$ cat config.mk
export PLATFORM = sky130hd
export DESIGN_NAME = ultrasonic_scheduler_flat
export DESIGN_NICKNAME = d
export VERILOG_FILES = /design/src/rtl/ultrasonic_scheduler_if.sv /design/src/rtl/ultrasonic_scheduler.sv /design/src/flat_wrapper.sv
export SDC_FILE = /design/constraint.sdc
export NUM_CORES = 1
export LEC_CHECK = 0
export CORE_MARGIN = 2
export CORE_UTILIZATION = 45
export DETAILED_ROUTE_END_ITERATION = 16
export HOLD_SLACK_MARGIN = 0.03
export PLACE_DENSITY = 0.73
export SETUP_SLACK_MARGIN = 0.4
export SLEW_MARGIN = 20
export SYNTH_ARGS = -nofsm -noshare
export SYNTH_HDL_FRONTEND = slang
export SYNTH_SLANG_ARGS = --single-unit
$ cat constraint.sdc
create_clock -name clk -period 6.7 [get_ports clk]
set_clock_uncertainty 0.1 [all_clocks]
set_input_delay 1.34 -clock clk [delete_from_list [all_inputs] [get_ports clk]]
set_output_delay 1.34 -clock clk [all_outputs]
set_load 0.02 [all_outputs]
$ cat src/rtl/ultrasonic_scheduler_if.sv
// Pin and result bundle between the ultrasonic sequencer and its neighbours:
// the echo/trig sensor pins on one side, and the distance/near-flag consumers on the other.
interface ultrasonic_scheduler_if #(
   parameter int NUM_SENS = 4,
   parameter int IDW      = (NUM_SENS > 1) ? $clog2(NUM_SENS) : 1
);
   logic                en;
   logic [NUM_SENS-1:0] echo;
   logic [NUM_SENS-1:0] trig;
   logic [19:0]         meas_us;
   logic [IDW-1:0]      meas_id;
   logic                meas_valid;
   logic                meas_timeout;
   logic [NUM_SENS-1:0] near;
   logic                busy;

   modport master (
      output en, echo,
      input  trig, meas_us, meas_id, meas_valid, meas_timeout, near, busy
   );

   modport slave (
      input  en, echo,
      output trig, meas_us, meas_id, meas_valid, meas_timeout, near, busy
   );
endinterface

$ cat src/rtl/ultrasonic_scheduler.sv
// Round-robin HC-SR04 sequencer: trig pulse, echo-rise wait, echo width in us,
// tagged publish with near flag, hold-off, then advance to the next sensor.
//
// state     | meaning
// ----------+---------------------------------------------------------------
// IDLE      | waiting for en; trig low, busy low
// TRIG      | trig[id] high for TRIG_US microseconds
// WAIT_ECHO | waiting for a fresh 0->1 on echo[id]; WAIT_US guard
// MEASURE   | counting echo high time in us; MAX_US guard
// HOLDOFF   | quiet gap of HOLDOFF_US before moving to the next sensor
module ultrasonic_scheduler #(
   parameter int CLK_HZ     = 50000000,
   parameter int NUM_SENS   = 4,
   parameter int TRIG_US    = 10,
   parameter int WAIT_US    = 30000,
   parameter int MAX_US     = 25000,
   parameter int HOLDOFF_US = 60000,
   parameter int NEAR_US    = 580
) (
   input  logic                   clk,
   input  logic                   rst,
   ultrasonic_scheduler_if.slave  bus
);

   localparam int CPU = CLK_HZ / 1000000;
   localparam int IDW = (NUM_SENS > 1) ? $clog2(NUM_SENS) : 1;
   localparam int SW  = (CPU > 2) ? $clog2(CPU) : 1;
   localparam int UW  = 20;

   localparam logic [SW-1:0]  SUB_LOAD  = SW'(CPU - 1);
   localparam logic [UW-1:0]  TRIG_LAST = UW'(TRIG_US - 1);
   localparam logic [UW-1:0]  WAIT_LAST = UW'(WAIT_US - 1);
   localparam logic [UW-1:0]  MAX_LAST  = UW'(MAX_US - 1);
   localparam logic [UW-1:0]  HOLD_LAST = UW'(HOLDOFF_US - 1);
   localparam logic [UW-1:0]  NEAR_LIM  = UW'(NEAR_US);
   localparam logic [IDW-1:0] ID_LAST   = IDW'(NUM_SENS - 1);

   typedef enum logic [2:0] {
      IDLE      = 3'd0,
      TRIG      = 3'd1,
      WAIT_ECHO = 3'd2,
      MEASURE   = 3'd3,
      HOLDOFF   = 3'd4
   } state_t;

   state_t state, state_nxt;

   logic [IDW-1:0]      id;
   logic [NUM_SENS-1:0] echo_m, echo_q;
   logic                echo_s, echo_p;
   logic                echo_rise, echo_fall;

   logic [SW-1:0]       sub_cnt;
   logic [UW-1:0]       us_cnt;
   logic                us_tick;
   logic [UW-1:0]       width_now;

   logic                pub_ok, pub_to, advance;

   logic [NUM_SENS-1:0] trig_q;
   logic [19:0]         meas_us_q;
   logic [IDW-1:0]      meas_id_q;
   logic                meas_valid_q;
   logic                meas_timeout_q;
   logic [NUM_SENS-1:0] near_q;

   // Two-flop synchronizer on every echo pin; both edges see the same delay.
   always_ff @(posedge clk) begin
      if (rst) begin
         echo_m <= '0;
         echo_q <= '0;
         echo_p <= 1'b0;
      end else begin
         echo_m <= bus.echo;
         echo_q <= echo_m;
         echo_p <= echo_s;
      end
   end

   always_comb begin
      echo_s = 1'b0;
      for (int i = 0; i < NUM_SENS; i++) begin
         if (id == IDW'(i)) echo_s = echo_q[i];
      end
   end

   assign echo_rise = echo_s & ~echo_p;
   assign echo_fall = ~echo_s & echo_p;

   // Microsecond timebase: sub_cnt counts down to its terminal count, then us_cnt steps.
   // Both restart on every state change so each state measures from its own entry.
   assign us_tick   = (sub_cnt == '0);
   assign width_now = us_cnt + UW'(us_tick);

   always_ff @(posedge clk) begin
      if (rst) begin
         sub_cnt <= SUB_LOAD;
         us_cnt  <= '0;
      end else if (state_nxt != state || state == IDLE) begin
         sub_cnt <= SUB_LOAD;
         us_cnt  <= '0;
      end else if (us_tick) begin
         sub_cnt <= SUB_LOAD;
         us_cnt  <= us_cnt + 1'b1;
      end else begin
         sub_cnt <= sub_cnt - 1'b1;
      end
   end

   always_ff @(posedge clk) begin
      if (rst) state <= IDLE;
      else     state <= state_nxt;
   end

   always_comb begin
      state_nxt = state;
      pub_ok    = 1'b0;
      pub_to    = 1'b0;
      advance   = 1'b0;
      case (state)
         IDLE: begin
            if (bus.en) state_nxt = TRIG;
         end
         TRIG: begin
            if (us_tick && us_cnt == TRIG_LAST) state_nxt = WAIT_ECHO;
         end
         WAIT_ECHO: begin
            if (echo_rise) begin
               state_nxt = MEASURE;
            end else if (us_tick && us_cnt == WAIT_LAST) begin
               pub_to    = 1'b1;
               state_nxt = HOLDOFF;
            end
         end
         MEASURE: begin
            // A fall on the same cycle the limit is reached still counts as a real width.
            if (echo_fall) begin
               pub_ok    = 1'b1;
               state_nxt = HOLDOFF;
            end else if (us_tick && us_cnt == MAX_LAST) begin
               pub_to    = 1'b1;
               state_nxt = HOLDOFF;
            end
         end
         HOLDOFF: begin
            if (us_tick && us_cnt == HOLD_LAST) begin
               advance   = 1'b1;
               state_nxt = IDLE;
            end
         end
         default: state_nxt = IDLE;
      endcase
   end

   always_ff @(posedge clk) begin
      if (rst) begin
         id             <= '0;
         trig_q         <= '0;
         meas_us_q      <= '0;
         meas_id_q      <= '0;
         meas_valid_q   <= 1'b0;
         meas_timeout_q <= 1'b0;
         near_q         <= '0;
      end else begin
         meas_valid_q <= pub_ok | pub_to;

         if (pub_ok) begin
            meas_us_q      <= width_now;
            meas_id_q      <= id;
            meas_timeout_q <= 1'b0;
         end else if (pub_to) begin
            meas_us_q      <= 20'hFFFFF;
            meas_id_q      <= id;
            meas_timeout_q <= 1'b1;
         end

         for (int i = 0; i < NUM_SENS; i++) begin
            if (id == IDW'(i)) begin
               if (pub_ok)      near_q[i] <= (width_now < NEAR_LIM);
               else if (pub_to) near_q[i] <= 1'b0;
            end
         end

         // Registered from next state so the pin is glitch-free and spans TRIG exactly.
         trig_q <= '0;
         for (int i = 0; i < NUM_SENS; i++) begin
            if (state_nxt == TRIG && id == IDW'(i)) trig_q[i] <= 1'b1;
         end

         if (advance) id <= (id == ID_LAST) ? '0 : id + 1'b1;
      end
   end

   assign bus.trig         = trig_q;
   assign bus.meas_us      = meas_us_q;
   assign bus.meas_id      = meas_id_q;
   assign bus.meas_valid   = meas_valid_q;
   assign bus.meas_timeout = meas_timeout_q;
   assign bus.near         = near_q;
   assign bus.busy         = (state != IDLE);

endmodule

$ cat src/flat_wrapper.sv
// flat-port wrapper written by rule: the top's interface ports become plain ports
module ultrasonic_scheduler_flat 
#(
   parameter int CLK_HZ     = 50000000,
   parameter int NUM_SENS   = 4,
   parameter int TRIG_US    = 10,
   parameter int WAIT_US    = 30000,
   parameter int MAX_US     = 25000,
   parameter int HOLDOFF_US = 60000,
   parameter int NEAR_US    = 580
)
  (clk, rst, bus_en, bus_echo, bus_trig, bus_meas_us, bus_meas_id, bus_meas_valid, bus_meas_timeout, bus_near, bus_busy);
  ultrasonic_scheduler_if #(.NUM_SENS(NUM_SENS)) bus_i ();
  input  logic clk;
  input  logic rst;
  input wire logic [$bits(bus_i.en)-1:0] bus_en;
  input wire logic [$bits(bus_i.echo)-1:0] bus_echo;
  output wire logic [$bits(bus_i.trig)-1:0] bus_trig;
  output wire logic [$bits(bus_i.meas_us)-1:0] bus_meas_us;
  output wire logic [$bits(bus_i.meas_id)-1:0] bus_meas_id;
  output wire logic [$bits(bus_i.meas_valid)-1:0] bus_meas_valid;
  output wire logic [$bits(bus_i.meas_timeout)-1:0] bus_meas_timeout;
  output wire logic [$bits(bus_i.near)-1:0] bus_near;
  output wire logic [$bits(bus_i.busy)-1:0] bus_busy;
  assign bus_i.en = bus_en;
  assign bus_i.echo = bus_echo;
  assign bus_trig = bus_i.trig;
  assign bus_meas_us = bus_i.meas_us;
  assign bus_meas_id = bus_i.meas_id;
  assign bus_meas_valid = bus_i.meas_valid;
  assign bus_meas_timeout = bus_i.meas_timeout;
  assign bus_near = bus_i.near;
  assign bus_busy = bus_i.busy;
  ultrasonic_scheduler #(.CLK_HZ(CLK_HZ), .NUM_SENS(NUM_SENS), .TRIG_US(TRIG_US), .WAIT_US(WAIT_US), .MAX_US(MAX_US), .HOLDOFF_US(HOLDOFF_US), .NEAR_US(NEAR_US)) u_core (.clk(clk), .rst(rst), .bus(bus_i));
endmodule
Word level (Yosys, flattened, before mapping)
Index checks and enable logic that the tools add are counted.
- flip-flop bits (word level): 72
- output and inout bits: 33
- add/subtract/negate cells: 4
- $lt $le $gt $ge: 1
- equal/unequal tests: 13
- mux-type cells: 32
- bitwise gates (word level): 5
- reductions and logical operators: 21
- operators with widths (cell ; number):
    20-bit by 15-bit == test with 1-bit output, second input constant ; 2
    20-bit two-way mux ; 2
    3-bit two-way mux ; 7
    20-bit by 1-bit adder with 20-bit output ; 1
    20-bit by 1-bit adder with 20-bit output, second input constant ; 1
    20-bit by 16-bit == test with 1-bit output, second input constant ; 1
    20-bit by 4-bit == test with 1-bit output, second input constant ; 1
    20-bit by 10-bit < comparator with 1-bit output, second input constant ; 1
    1-bit two-way mux ; 18
    3-bit one-hot mux with 5 select lines ; 1
    1-bit logical AND ; 8
    2-bit AND reduction ; 4
    3-bit by 1-bit == test with 1-bit output, second input constant ; 2
    3-bit by 2-bit == test with 1-bit output, second input constant ; 2
    6-bit zero test ; 1
    2-bit two-way mux ; 3
    6-bit by 1-bit subtractor with 6-bit output, second input constant ; 1
    2-bit == test, second input constant ; 2
    2-bit OR reduction ; 2
    3-bit == test, second input constant ; 1
    3-bit zero test ; 1
    3-bit != test ; 1
    3-bit nonzero test ; 1
    3-bit OR reduction ; 1
    9 further kinds ; 11

Longest topological paths before layout
Gate-level depths: netlist of run 1.
- depth in word-level cells: 12
- depth in mapped cells: 14

Least setup slack after synthesis of run 1
No wires, ideal clock.
- kind: reg-to-reg
- start: reg u_core.sub_cnt[0]
- end: reg u_core.near_q[0] (netlist: u_core.bus.near[0])
- arrival time: 2.848 ns
- setup slack: 3.680 ns
- stages on the path, launching flop included: 14
- path buffers: 0
- period minus slack after synthesis: 3.020 ns
- path through: dfxtp_1 > inv_1 > ha_1 > nor4b_2 > nand2b_1 > inv_2 > ha_1 > ha_1 > nand2_1 > nor4_1 > nand3_1 > a211oi_1 > nand4bb_1 > mux2i_1
- cells in the longest elaborated chain, start to end: 7
- elaborated cells on any way between the ends: 13
- ends and longest elaborated chain (item ; RTL line ; text):
    from (decl) ; ultrasonic_scheduler.sv:53 ; logic [SW-1:0] sub_cnt;
    from (signal assigned) ; ultrasonic_scheduler.sv:106 ; sub_cnt <= sub_cnt - 1'b1;
    6-bit zero test * ; ultrasonic_scheduler.sv:92 ; assign us_tick = (sub_cnt == '0);
    parallel branches: the longest is 6 deep, another holds 20-bit by 1-bit adder with 20-bit output ; - ;
    to (signal, indexed assignment) ; ultrasonic_scheduler.sv:179 ; if (pub_ok) near_q[i] <= (width_now < NEAR_LIM);
    to (decl) ; ultrasonic_scheduler.sv:65 ; logic [NUM_SENS-1:0] near_q;
Every way passes the cells marked *.
A chain may end at the register's enable or synchronous reset.

Worst setup path after layout of run 1
- start: reg u_core.id[0]
- end: reg u_core.meas_id_q[0] (netlist: u_core.bus.meas_id[0])
- cells in the longest elaborated chain, start to end: 10
- elaborated cells on any way between the ends: 19
- ends and longest elaborated chain (item ; RTL line ; text):
    from (decl) ; ultrasonic_scheduler.sv:48 ; logic [IDW-1:0] id;
    from (signal assigned) ; ultrasonic_scheduler.sv:190 ; if (advance) id <= (id == ID_LAST) ? '0 : id + 1'b1;
    2-bit zero test ; ultrasonic_scheduler.sv:83 ; if (id == IDW'(i)) echo_s = echo_q[i];
    1-bit two-way mux (4 in a row) ; ultrasonic_scheduler.sv:83 ;
    1-bit NOT ; ultrasonic_scheduler.sv:88 ; assign echo_fall = ~echo_s & echo_p;
    1-bit bitwise AND ; ultrasonic_scheduler.sv:88 ;
    1-bit two-way mux ; ultrasonic_scheduler.sv:137 ; if (echo_fall) begin
    1-bit one-hot mux with 2 select lines / 1-bit two-way mux (equally long branches) ; ultrasonic_scheduler.sv:120 ; case (state)
    2-bit nonzero test (no line) / 2-bit two-way mux (equally long branches) ; - ;
    to (signal assigned) ; ultrasonic_scheduler.sv:169 ; meas_id_q <= id;
    to (signal assigned) ; ultrasonic_scheduler.sv:173 ; meas_id_q <= id;
    to (decl) ; ultrasonic_scheduler.sv:62 ; logic [IDW-1:0] meas_id_q;
Several ways; a longest one is shown, not always the timed one. The select of a mux whose other input is x is not followed.

==> results.toml, run 1 <==
[outcome]
outcome = "finished clean"

[global_routing]
antenna_found_initial = 0
grt_overflow = 0
grt_max_degree = 46
grt_pass1_wl_um = 13400
grt_util_all_layers = 0.189
grt_pass1_vias = 2817

[worst_hold_path]
hold_class = "reg -> reg"

[drt]
ant_nets = 0
via_per_inst = 5.62
wl_per_cell_um = 14.6
vias = 3103
drc = 0
firstDrtPassIters = 5
wirelength_um = 8040
drt-initial-drc-count = 200

[power_and_ir_drop]
power_w = 0.000856
vdd_drop_max_mv = 0.0897
p_leak_nw = 1.37
power_density_nw_per_um2 = 200

[placement]
placed_area_um2 = 4050
routabilityCongestion = 0.886
place_ws_ps = 2750
place_hpwl_um = 5800
buffer_ports.inserted = 39

[worst_setup_path]
crit_type = "reg -> reg"
crit_chain = "inv_1 -> ha_1 -> a211oi_1 -> a211o_1 -> and4_1 -> a211o_1 -> a21o_1 -> mux2i_1 -> nor2_1"
path_buf_inv = 1
crit_path_frequent_cell = "a211o_1"
critPathLaunchType = "flop"
worstPathRequired_ps = 6820
cp-end-kind = "flop"
worst_path_largest_cell_delay_ps = 760
cp.arrival_ps = 4110
crit_family = "compound AO/OA/AOI/OAI gates"
crit_slowest_cell = "a21o_1"
critPathMaxFanout = 28

[floorplanning]
ios = 40
dieArea_um2 = 8860
coreArea_um2 = 7810
die_w_um = 94.1
rows = 32
initial_utilization = 0.468
die_h_um = 94.1

[clocking]
cts_resized = 0
clkSinkCount = 72
cts-hold-fix-buffers = 0
root_buffer = "clkbuf_8"
cts_tree = "built"
htree_levels = 3
clk_pin_slew_ps = 80
clock_path_buffers = 2
cts_setup_buffers = 0
clock_latency_ps = 340
cts-buffers-inserted = 9

[sta]
finalWorstSetupSlack_ps = 2720
finalMaxSlewViolations = 0
setup_viol = 0
rsz0062_at_grt = "false"
slew_headroom = 0.393
fin_tns_setup_ps = 0
period_share = 0.595
clock.fmax_mhz = 251
tightest_slew_ps = 911
hold_viol_final = 0
fin_crit_ps = 3980

[synth]
ys_seq_area_frac = 0.394
ys_async_sr_fraction = 0
ys_ff_latch = 72
yosysWarnings = 0
synthCells = 426
syn_area_um2 = 3650
yosys_most_used_dff = "dfxtp_1"
syn_area_per_cell_um2 = 8.58
synth_edf_count = 0
synth_nets = 442
synth_cell_type_count = 50

[finish]
syn_to_final_growth_pct = 17.0
design_area_um2 = 4280
nets = 461
fin_util = 0.548
layout-drive-gt1-share = 0.0600
final_cell_mix = "72 x dfxtp_1, 43 x nor2_1, 39 x clkdlybuf4s50_1"
antenna_cells = 0
final_common_cell = "dfxtp_1"

[job]
drv_cap = 0
==> kinds of logic (layout without fill, tap and decap cells) <==
kind of cell             after synthesis  in the layout  synth area share
AO/OA/AOI/OAI                         46             46            0.0921
buffers and inverters                 43             67            0.0483
adder cells (fa/ha/maj)                9              9            0.0308
multiplexers                           9              9            0.0247
XOR/XNOR                              42             42             0.101
flip-flops                            72             72             0.394
AND/OR/NAND/NOR                      205            205             0.309
==> power by group <==
group | internal, W | switching (W) | total (W)
Sequential | 0.000431 | 0.00000190 | 0.000433
Clock | 0.000221 | 0.000166 | 0.000387
Combinational | 0.0000142 | 0.0000212 | 0.0000354
==> metrics by stage <==
step                instances  hold slack (ps)
finish                    552              344
global placement          536              319
CTS                       552              348
floorplan                 426              314
detailed placement        536              328
global route              552              358
==> sequential cells by signal, summed over array words and instances (netlist names), 2 cells and up <==
| signal | flops |
|---|---|
| u_core.id | 2 |
| u_core.sub_cnt | 6 |
| u_core.echo_m | 4 |
| u_core.us_cnt | 20 |
| u_core.echo_q | 4 |
| u_core.state | 3 |
| u_core.bus.trig | 4 |
| u_core.bus.meas_id | 2 |
| u_core.bus.meas_us | 20 |
| u_core.bus.near | 4 |
==> cells in the mapped netlist (3+ instances only) <==
cell      count  share of area
a211oi_1     20          0.041
a21oi_1       7         0.0096
and2_1        4         0.0068
and3_1        4         0.0068
buf_1         5         0.0051
buf_2         3         0.0041
clkbuf_1     23          0.024
dfxtp_1      72           0.39
ha_1          9          0.031
inv_1         9         0.0092
mux2i_1       9          0.025
nand2_1      29          0.030
nand2b_1      8          0.014
nand3_1      14          0.019
nand4_1       9          0.015
nor2_1       43          0.044
nor2b_1      18          0.031
nor3_1       21          0.029
nor4_1       29          0.050
nor4b_1       5          0.012
o21a_1        3         0.0062
o21ai_0       3         0.0041
or3_1         3         0.0051
or4b_1        3         0.0082
xnor2_1      29          0.069
xor2_1       13          0.031
==> path summary, 6_finish.rpt <==
kind	slack, ps	endpoint	start	cells past startpoint
setup reg to reg	2720	u_core.bus.meas_id[0]	u_core.id[0]	9
hold reg to reg	340	u_core.echo_q[1]	u_core.echo_m[1]	1
setup / recovery	2720	u_core.bus.meas_id[0]	u_core.id[0]	9
hold / removal	340	u_core.echo_q[1]	u_core.echo_m[1]	1
==> per-layer routing <==
metal  GRT usage  share of wire  routed length, µm
met4      0.0640          0.011                 88
met5           0              0                  0
met3      0.0361          0.056                450
met2       0.302           0.45               3640
met1       0.256           0.48               3870
==> cell type report <==
class,count,area [µm²]
flip-flops and latches,72,1440
fillers,716,3530
clock inverters,6,90.1
repair buffers,41,405
multi-input cells,311,2040
well taps,102,128
clock buffers,10,138
inverters,10,37.5
No activity file was read; power rests on OpenSTA's default activity.
==> run 2, diff against run 1 <==
clock period = 4 ns   (was 6.7 ns; I/O delays follow)
==> results.toml, run 2 (synthesized netlist as in run 1, its figures left out) <==
[global_routing]
grt_pass1_vias = 2860
grt_overflow = 0
antenna_found_initial = 0
grt_pass1_wl_um = 13900
grt_max_degree = 45
grt_util_all_layers = 0.199

[job]
drv_cap = 0

[worst_setup_path]
crit_slowest_cell = "dfxtp_1"
r2r.worst_path.cells = 14
critPathMaxFanout = 10
rrSetupSlack_ps = 740
crit_type = "reg -> reg"
crit_chain = "inv_1 -> ha_1 -> nor4b_4 -> nand2b_1 -> inv_2 -> ha_1 -> ha_1 -> nand2_1 -> nor3_1 -> xnor2_1 -> a31oi_1 -> a211oi_1 -> nand4bb_1 -> mux2i_1"
startpoint = "u_core.sub_cnt[0]"
worst_path_largest_cell_delay_ps = 320
reg2reg_from = "u_core.sub_cnt[0]"
path_buf_inv = 2
cp-end-kind = "flop"
cp.depth = 14
crit_family = "simple AND/OR/NAND/NOR gates"
crit_path_frequent_cell = "ha_1"
cp.arrival_ps = 3430
critPathLaunchType = "flop"
setup.worst_path.end = "u_core.bus.near[2]"
worstPathRequired_ps = 4170
regToRegEndpoint = "u_core.bus.near[2]"

[placement]
place_hpwl_um = 5900
routabilityCongestion = 0.904
buffer_ports.inserted = 39

[clocking]
clk_pin_slew_ps = 80
clock_latency_ps = 350
clkSinkCount = 72
htree_levels = 3
root_buffer = "clkbuf_8"
clock_path_buffers = 2
cts_tree = "built"
cts-buffers-inserted = 9

[finish]
final_common_cell = "dfxtp_1"
syn_to_final_growth_pct = 18.3
layout-drive-gt1-share = 0.0749
antenna_cells = 0
nets = 465
final_cell_mix = "72 x dfxtp_1, 43 x nor2_1, 39 x clkdlybuf4s50_1, 29 x nand2_1, 29 x xnor2_1"

[drt]
via_per_inst = 5.74
wirelength_um = 8490
drc = 0
ant_nets = 0
firstDrtPassIters = 5
vias = 3189
drt-initial-drc-count = 405
wl_per_cell_um = 15.3

[sta]
fin_crit_ps = 3260
period_share = 0.816
finalMaxSlewViolations = 0
clock.fmax_mhz = 306
hold_viol_final = 0
tightest_slew_ps = 747
fin_hold_ws_ps = 339
rsz0062_at_grt = "false"
fin_tns_setup_ps = 0
setup_viol = 0
slew_headroom = 0.502

[floorplanning]
ios = 40
rows = 32
initial_utilization = 0.468
die_h_um = 94.1
dieArea_um2 = 8860
die_w_um = 94.1
coreArea_um2 = 7810

[worst_hold_path]
hold_class = "reg -> reg"

[power_and_ir_drop]
vdd_drop_max_mv = 0.134
p_leak_nw = 1.38
power_density_nw_per_um2 = 327

[outcome]
outcome = "finished clean"
-- run 2: final cells by class --
class / instances / area [µm²]
Clock buffer: 9 / 124
Timing Repair Buffer: 45 / 435
Fill cell: 713 / 3480
Clock inverter: 7 / 96.3
Sequential cell: 72 / 1440
Inverter: 10 / 37.5
Tap cell: 102 / 128
Multi-Input combinational cell: 311 / 2060
-- run 2: stage by stage --
step / cells / utilization / setup WS, ps / total power, W / cell area (µm²)
2_1_floorplan: 426 / - / 980 / 0.000784 / 3650
3_3_place_gp: 539 / 0.521 / 610 / 0.000802 / 4070
3_5_place_dp: 539 / 0.521 / 316 / 0.000804 / 4070
4_1_cts: 555 / 0.551 / 473 / 0.00143 / 4300
5_1_grt: 556 / 0.554 / 436 / 0.00146 / 4330
6_report: 556 / 0.554 / 737 / 0.00142 / 4330
-- run 2: per-layer routing --
metal / vias up / wire, µm / global-route usage
met5: - / 0 / 0
met4: 0 / 197 / 0.0821
met3: 17 / 510 / 0.0305
met2: 127 / 3800 / 0.310
met1: 1486 / 3980 / 0.273
li1: 1559 / - / -
-- run 2: what timing repair did --
action | in CTS | in global routing
endpoints found under the setup margin | 4 | 5
resized for setup | 1 | 3
hold buffers | 0 | 0
setup buffers | 0 | 1
-- run 2: power breakdown --
part / switching (W) / internal (W) / leakage [nW]
clock: 0.000278 / 0.000350 / 0.101
combinational: 0.0000370 / 0.0000246 / 0.696
sequential: 0.00000323 / 0.000723 / 0.582
total: 0.000318 / 0.00110 / 1.38
-- run 2: worst min-delay path by stage --
| stage | start | endpoint | slack [ps] | cells past startpoint |
|---|---|---|---|---|
| 6_report | u_core.echo_m[0] | u_core.echo_q[0] | 340 | 1 |
| 4_1_cts | u_core.echo_m[0] | u_core.echo_q[0] | 340 | 1 |
| 5_1_grt | u_core.echo_m[0] | u_core.echo_q[0] | 360 | 1 |
| 2_1_floorplan | u_core.echo_m[0] | u_core.echo_q[0] | 310 | 1 |
| 3_5_place_dp | u_core.echo_m[0] | u_core.echo_q[0] | 320 | 1 |
| 3_3_place_gp | u_core.echo_m[1] | u_core.echo_q[1] | 320 | 1 |
==> RTL change 1, RTL diff (flow settings as in run 2) <==
`CLK_HZ` is set to 50000000 in 2 places; all go to 12500000.
--- a/src/rtl/ultrasonic_scheduler.sv
+++ b/src/rtl/ultrasonic_scheduler.sv
@@ -9,7 +9,7 @@
 // MEASURE   | counting echo high time in us; MAX_US guard
 // HOLDOFF   | quiet gap of HOLDOFF_US before moving to the next sensor
 module ultrasonic_scheduler #(
-   parameter int CLK_HZ     = 50000000,
+   parameter int CLK_HZ     = 12500000,
    parameter int NUM_SENS   = 4,
    parameter int TRIG_US    = 10,
    parameter int WAIT_US    = 30000,
--- a/src/flat_wrapper.sv
+++ b/src/flat_wrapper.sv
@@ -1,7 +1,7 @@
 // flat-port wrapper written by rule: the top's interface ports become plain ports
 module ultrasonic_scheduler_flat 
 #(
-   parameter int CLK_HZ     = 50000000,
+   parameter int CLK_HZ     = 12500000,
    parameter int NUM_SENS   = 4,
    parameter int TRIG_US    = 10,
    parameter int WAIT_US    = 30000,
Formal check against the unedited RTL: same outputs for any inputs over 10 cycles, from zero or initial values and one cycle with rst high; that may be too few to reach the edited logic, so the function may still have changed.
==> RTL change 1 against run 2 <==
Core utilization is 1.6 points lower; worst setup slack worse by 110 ps; power is 1.9% lower; wire length is 4.0% higher; combinational power is 34% lower; synthesized area is 0.89% higher; via count hardly changed; first-iteration DRC count is 61% lower; non-clock buffer count is 1 lower; critical path depth is 2 lower; sequential cell count is 2 lower; design area is 0.72% higher; die area is 0.85% higher.
==> RTL change 1: results (changes against run 2) <==
[yosys]
synth_fp_nets = 441  ; -0.23%
synth.distinct_cells = 57  ; +14%
ys_warn_count = 0  ; unchanged
yosysSeqAreaShare_pct = 38.0  ; -1.4 points
ys.flop_type = dfxtp_1
async_flop_share_pct = 0  ; unchanged
synthTopCellsByArea = dfxtp_1 (38%), nor2_1 (5.6%), xor2_1 (5.2%), o221a_2 (4.0%), xnor2_1 (3.6%)
ys_top_cells_by_count = dfxtp_1 (70), nor2_1 (55), inv_1 (23), nand2_1 (23), xor2_1 (22)

[final_layout]
fillers = 756  ; +6.0%
diodes = 0  ; unchanged
drive_above_1_share_pct = 13.4  ; +5.9 points

[route]
vias_per_cell = 5.71  ; -0.44%
finalWirelength_um = 8830  ; +4.0%
drt_iter0_drc = 158  ; -61%
dr.pass1.iters = 4  ; -1

[worst_setup_path]
cp.arrival_ps = 3540  ; +110 ps
timing.critical_path.max_delay_family = simple AND/OR/NAND/NOR gates
ff2ff_path_depth = 12  ; -2
critPathMaxStageDelay_ps = 460  ; +140 ps
crit_fanout = 8  ; -2
cp_slowest_cell = or3b_4

[global_route]
grt_pass1_wl_um = 14500  ; +4.4%
track_usage_pct = 20.8  ; +0.92 points
grt_pass1_vias = 2935  ; +2.6%
grt_max_degree = 28  ; -38%

[placement]
gp_congestion = 0.862  ; -4.6%
pre_cts_ws_ps = 371  ; +54.9 ps
hpwlAfterDp_um = 6380  ; +8.3%

[worst_hold_path]
hold_path.class = reg -> reg
whs_path_depth = 1  ; unchanged

[clock_tree]
htree_levels = 3  ; unchanged
cts-root-buf = clkbuf_8

[timing]
tightestPinTransition_ps = 611  ; -136 ps

[power_and_ir_drop]
p_leak_nw = 1.52  ; +10%
irDropWorstVdd_mv = 0.190  ; +41%

[outcome]
status = completed

RTL change 1: path summary, 6_finish.rpt:
path / startpoint / to / slack (ps)
setup / recovery: u_core.sub_cnt[0]$_SDFF_PP1_ / u_core.bus.near[0]$_SDFFE_PP0P_ / 630
setup reg to reg: u_core.sub_cnt[0]$_SDFF_PP1_ / u_core.bus.near[0]$_SDFFE_PP0P_ / 630
hold reg to reg: u_core.echo_m[0]$_SDFF_PP0_ / u_core.echo_q[0]$_SDFF_PP0_ / 340
hold / removal: u_core.echo_m[0]$_SDFF_PP0_ / u_core.echo_q[0]$_SDFF_PP0_ / 340
RTL change 1: what timing repair did:
item                       CTS  global route
buffers inserted             0             0
resized for setup            1             9
setup endpoints to repair    4             4
RTL change 1: power by group:
group          internal [mW]  switching, mW  leakage (nW)
clock network          0.359          0.283         0.115
registers              0.702        0.00359         0.566
logic                 0.0174         0.0234         0.843
RTL change 1: final cells by class:
| type | count | share of cell area, % |
|---|---|---|
| Clock inverter | 7 | 2.38 |
| Sequential cell | 70 | 32.2 |
| Multi-Input combinational cell | 300 | 47.6 |
| Tap cell | 105 | 3.02 |
| Timing Repair Buffer | 44 | 9.82 |
| Clock buffer | 9 | 2.84 |
| Inverter | 24 | 2.15 |
RTL change 1: layer usage:
metal,up-vias,share of wire (%),global-route usage (%)
li1,1560,-,-
met1,1503,44,27.0
met2,116,46,32.1
met3,13,8.4,7.34
met4,0,1.5,7.25
met5,-,0,0
RTL change 1: stage by stage:
stage	util [%]	hold slack (ps)	std cells	area (um2)	total power, mW
4_1_cts	53.4	345	559	4320	1.41
6_report	53.8	338	559	4360	1.39
3_5_place_dp	50.5	326	543	4090	0.763
5_1_grt	53.8	362	559	4360	1.44
3_3_place_gp	50.5	324	543	4090	0.762
2_1_floorplan	-	314	425	3690	0.749
RTL change 1: worst reg2reg max path, delay by kind of cell, from the launching register on:
kind                     cells  cell delay [ps]
multiplexers                 1              360
adder cells (fa/ha/maj)      3              680
flip-flops                   1              310
buffers and inverters        2              230
AND/OR/NAND/NOR              3              920
AO/OA/AOI/OAI                3              710
RTL change 1: kinds of logic (layout without fill, tap and decap cells):
kind of cell | after synthesis | after routing | synth area share [%]
flops | 70 | 70 | 38.0
compound gates | 67 | 67 | 15.3
mux | 6 | 6 | 1.73
xor+xnor | 37 | 37 | 8.79
buf+inv | 55 | 84 | 6.72
fa+ha+maj | 9 | 9 | 3.05
simple gates | 181 | 181 | 26.4
==> RTL change 2, RTL diff (flow settings as in run 2) <==
Made on the original files. The 5 states of `state_t` get a one-hot encoding in 5 bits.
--- a/src/rtl/ultrasonic_scheduler.sv
+++ b/src/rtl/ultrasonic_scheduler.sv
@@ -35,12 +35,12 @@
    localparam logic [UW-1:0]  NEAR_LIM  = UW'(NEAR_US);
    localparam logic [IDW-1:0] ID_LAST   = IDW'(NUM_SENS - 1);
 
-   typedef enum logic [2:0] {
-      IDLE      = 3'd0,
-      TRIG      = 3'd1,
-      WAIT_ECHO = 3'd2,
-      MEASURE   = 3'd3,
-      HOLDOFF   = 3'd4
+   typedef enum logic [4:0] {
+      IDLE      = 5'b00001,
+      TRIG      = 5'b00010,
+      WAIT_ECHO = 5'b00100,
+      MEASURE   = 5'b01000,
+      HOLDOFF   = 5'b10000
    } state_t;
 
    state_t state, state_nxt;
Behaviour: same outputs for any inputs over 10 cycles, from zero or initial values and one cycle with rst high; not proved beyond that.
==> RTL change 2 against run 2 <==
Critical path depth decreased by 1; power down 0.46%; design area increased by 1.6%; sequential cell count increased by 2; die area increased by 3.2%; wire length grew 5.3%; maximum frequency is 1.2% lower; worst setup slack got worse by 39 ps; synthesized area increased by 3.4%.
==> RTL change 2: results (changes against run 2) <==
[global_route]
grt_pass1_vias = 3088  ; +8.0%
grt_max_degree = 42  ; -6.7%
grt_pass1_wl_um = 14700  ; +6.0%
track_usage_pct = 20.9  ; +1.0 points
antenna_found_initial = 0  ; unchanged

[route]
wire_per_inst_um = 15.4  ; +0.76%
vias = 3304  ; +3.6%
dr.pass1.iters = 5  ; unchanged
drt_iter0_drc = 215  ; -47%

[power_and_ir_drop]
p_leak_nw = 1.46  ; +5.6%
powerSeq_mw = 0.750  ; +3.3%
finalPower_mw = 1.41  ; -0.46%
irDropWorstVdd_mv = 0.288  ; +110%
clkPwrFrac_pct = 42.8  ; -1.6 points
switching_share_pct = 24.2  ; +1.8 points

[placement]
portBuffers = 39  ; unchanged
gp_congestion = 0.897  ; -0.80%
hpwlAfterDp_um = 6480  ; +9.9%

[yosys]
ys.flop_type = dfxtp_1
synth_fp_nets = 467  ; +5.7%
synth_compound_area_share_pct = 11.3  ; +2.1 points
ys_top_cells_by_count = dfxtp_1 (74), nor2_1 (61), nor3_1 (46)
synthTopCellsByArea = dfxtp_1 (39%), xnor2_1 (7.0%), nor3_1 (6.1%), nor2_1 (6.1%), ha_1 (3.6%)
synth-xor-area-share_pct = 10.2  ; +0.13 points
muxShareOfSynthArea_pct = 0.795  ; -1.7 points
synth_top_family_by_area = simple AND/OR/NAND/NOR gates
yosysSeqAreaShare_pct = 39.2  ; -0.23 points
async_flop_share_pct = 0  ; unchanged
synth.distinct_cells = 49  ; -2.0%
ys_warn_count = 0  ; unchanged
synth_adder_area_share_pct = 3.64  ; +0.56 points

[worst_setup_path]
cp.arrival_ps = 3480  ; +50 ps
critPathMaxStageDelay_ps = 570  ; +250 ps
cp_slowest_cell = or4b_1
crit_fanout = 6  ; -4

[clock_tree]
clk_latency_ps = 360
numCtsBuffers = 9  ; unchanged
cts.clk_slew.worst_paths_ps = 80  ; about the same
cts-root-buf = clkbuf_8
postCtsSetupBuffers = 0  ; unchanged
post_cts_resized = 0  ; -1
clockBufferDepth = 2  ; unchanged

[final_layout]
diodes = 0  ; unchanged
drive_above_1_share_pct = 7.56  ; +0.074 points
nets = 489  ; +5.2%
fillers = 761  ; +6.7%

[timing]
tightestPinTransition_ps = 693  ; -54.3 ps
setup_viol = 0  ; unchanged
slew_violations = 0  ; unchanged

[outcome]
status = completed

[worst_hold_path]
hold_path.class = reg -> reg

==> RTL change 2: path summary, 6_finish.rpt <==
path                                      from                              end  slack [ps]  cells past startpoint
setup / recovery  u_core.sub_cnt[0]$_SDFF_PP1_  u_core.bus.near[3]$_SDFFE_PP0P_         700                     13
hold / removal     u_core.echo_m[0]$_SDFF_PP0_      u_core.echo_q[0]$_SDFF_PP0_         360                      1
setup reg to reg  u_core.sub_cnt[0]$_SDFF_PP1_  u_core.bus.near[3]$_SDFFE_PP0P_         700                     13
hold reg to reg    u_core.echo_m[0]$_SDFF_PP0_      u_core.echo_q[0]$_SDFF_PP0_         360                      1
==> RTL change 2: per-layer routing <==
layer	vias to the layer above	wire, um	part of all wire, %	global-route usage (%)
li1	1615	-	-	-
met1	1545	3930	44	27.4
met2	131	4290	48	33.0
met3	13	616	6.9	5.93
met4	0	106	1.2	6.79
met5	-	0	0	0
==> RTL change 2: stage by stage <==
step	util (%)	std cells	setup WS, ps	area (um2)	hold WS (ps)
floorplan	-	449	741	3780	314
finish	53.7	581	698	4390	356
global placement	51.2	565	917	4180	330
CTS	53.7	581	741	4390	357
detailed placement	51.2	565	764	4180	324
global route	53.7	581	478	4390	373
==> RTL change 2: cell type report <==
class                           instances  area share, %
Tap cell                              105           2.99
Timing Repair Buffer                   44           9.74
Sequential cell                        74           33.7
Inverter                               17           1.45
Clock inverter                          7           1.94
Clock buffer                            9           2.82
Multi-Input combinational cell        325           47.3
==> RTL change 2: worst max-delay path: cells and delay by family, from the launching register on <==
| family | cells | cell delay (ps) |
|---|---|---|
| buffers and inverters | 1 | 100 |
| and+or+nand+nor | 6 | 1670 |
| DFF | 1 | 320 |
| adders and majority gates | 3 | 630 |
| AOI/OAI and AO/OA | 3 | 430 |
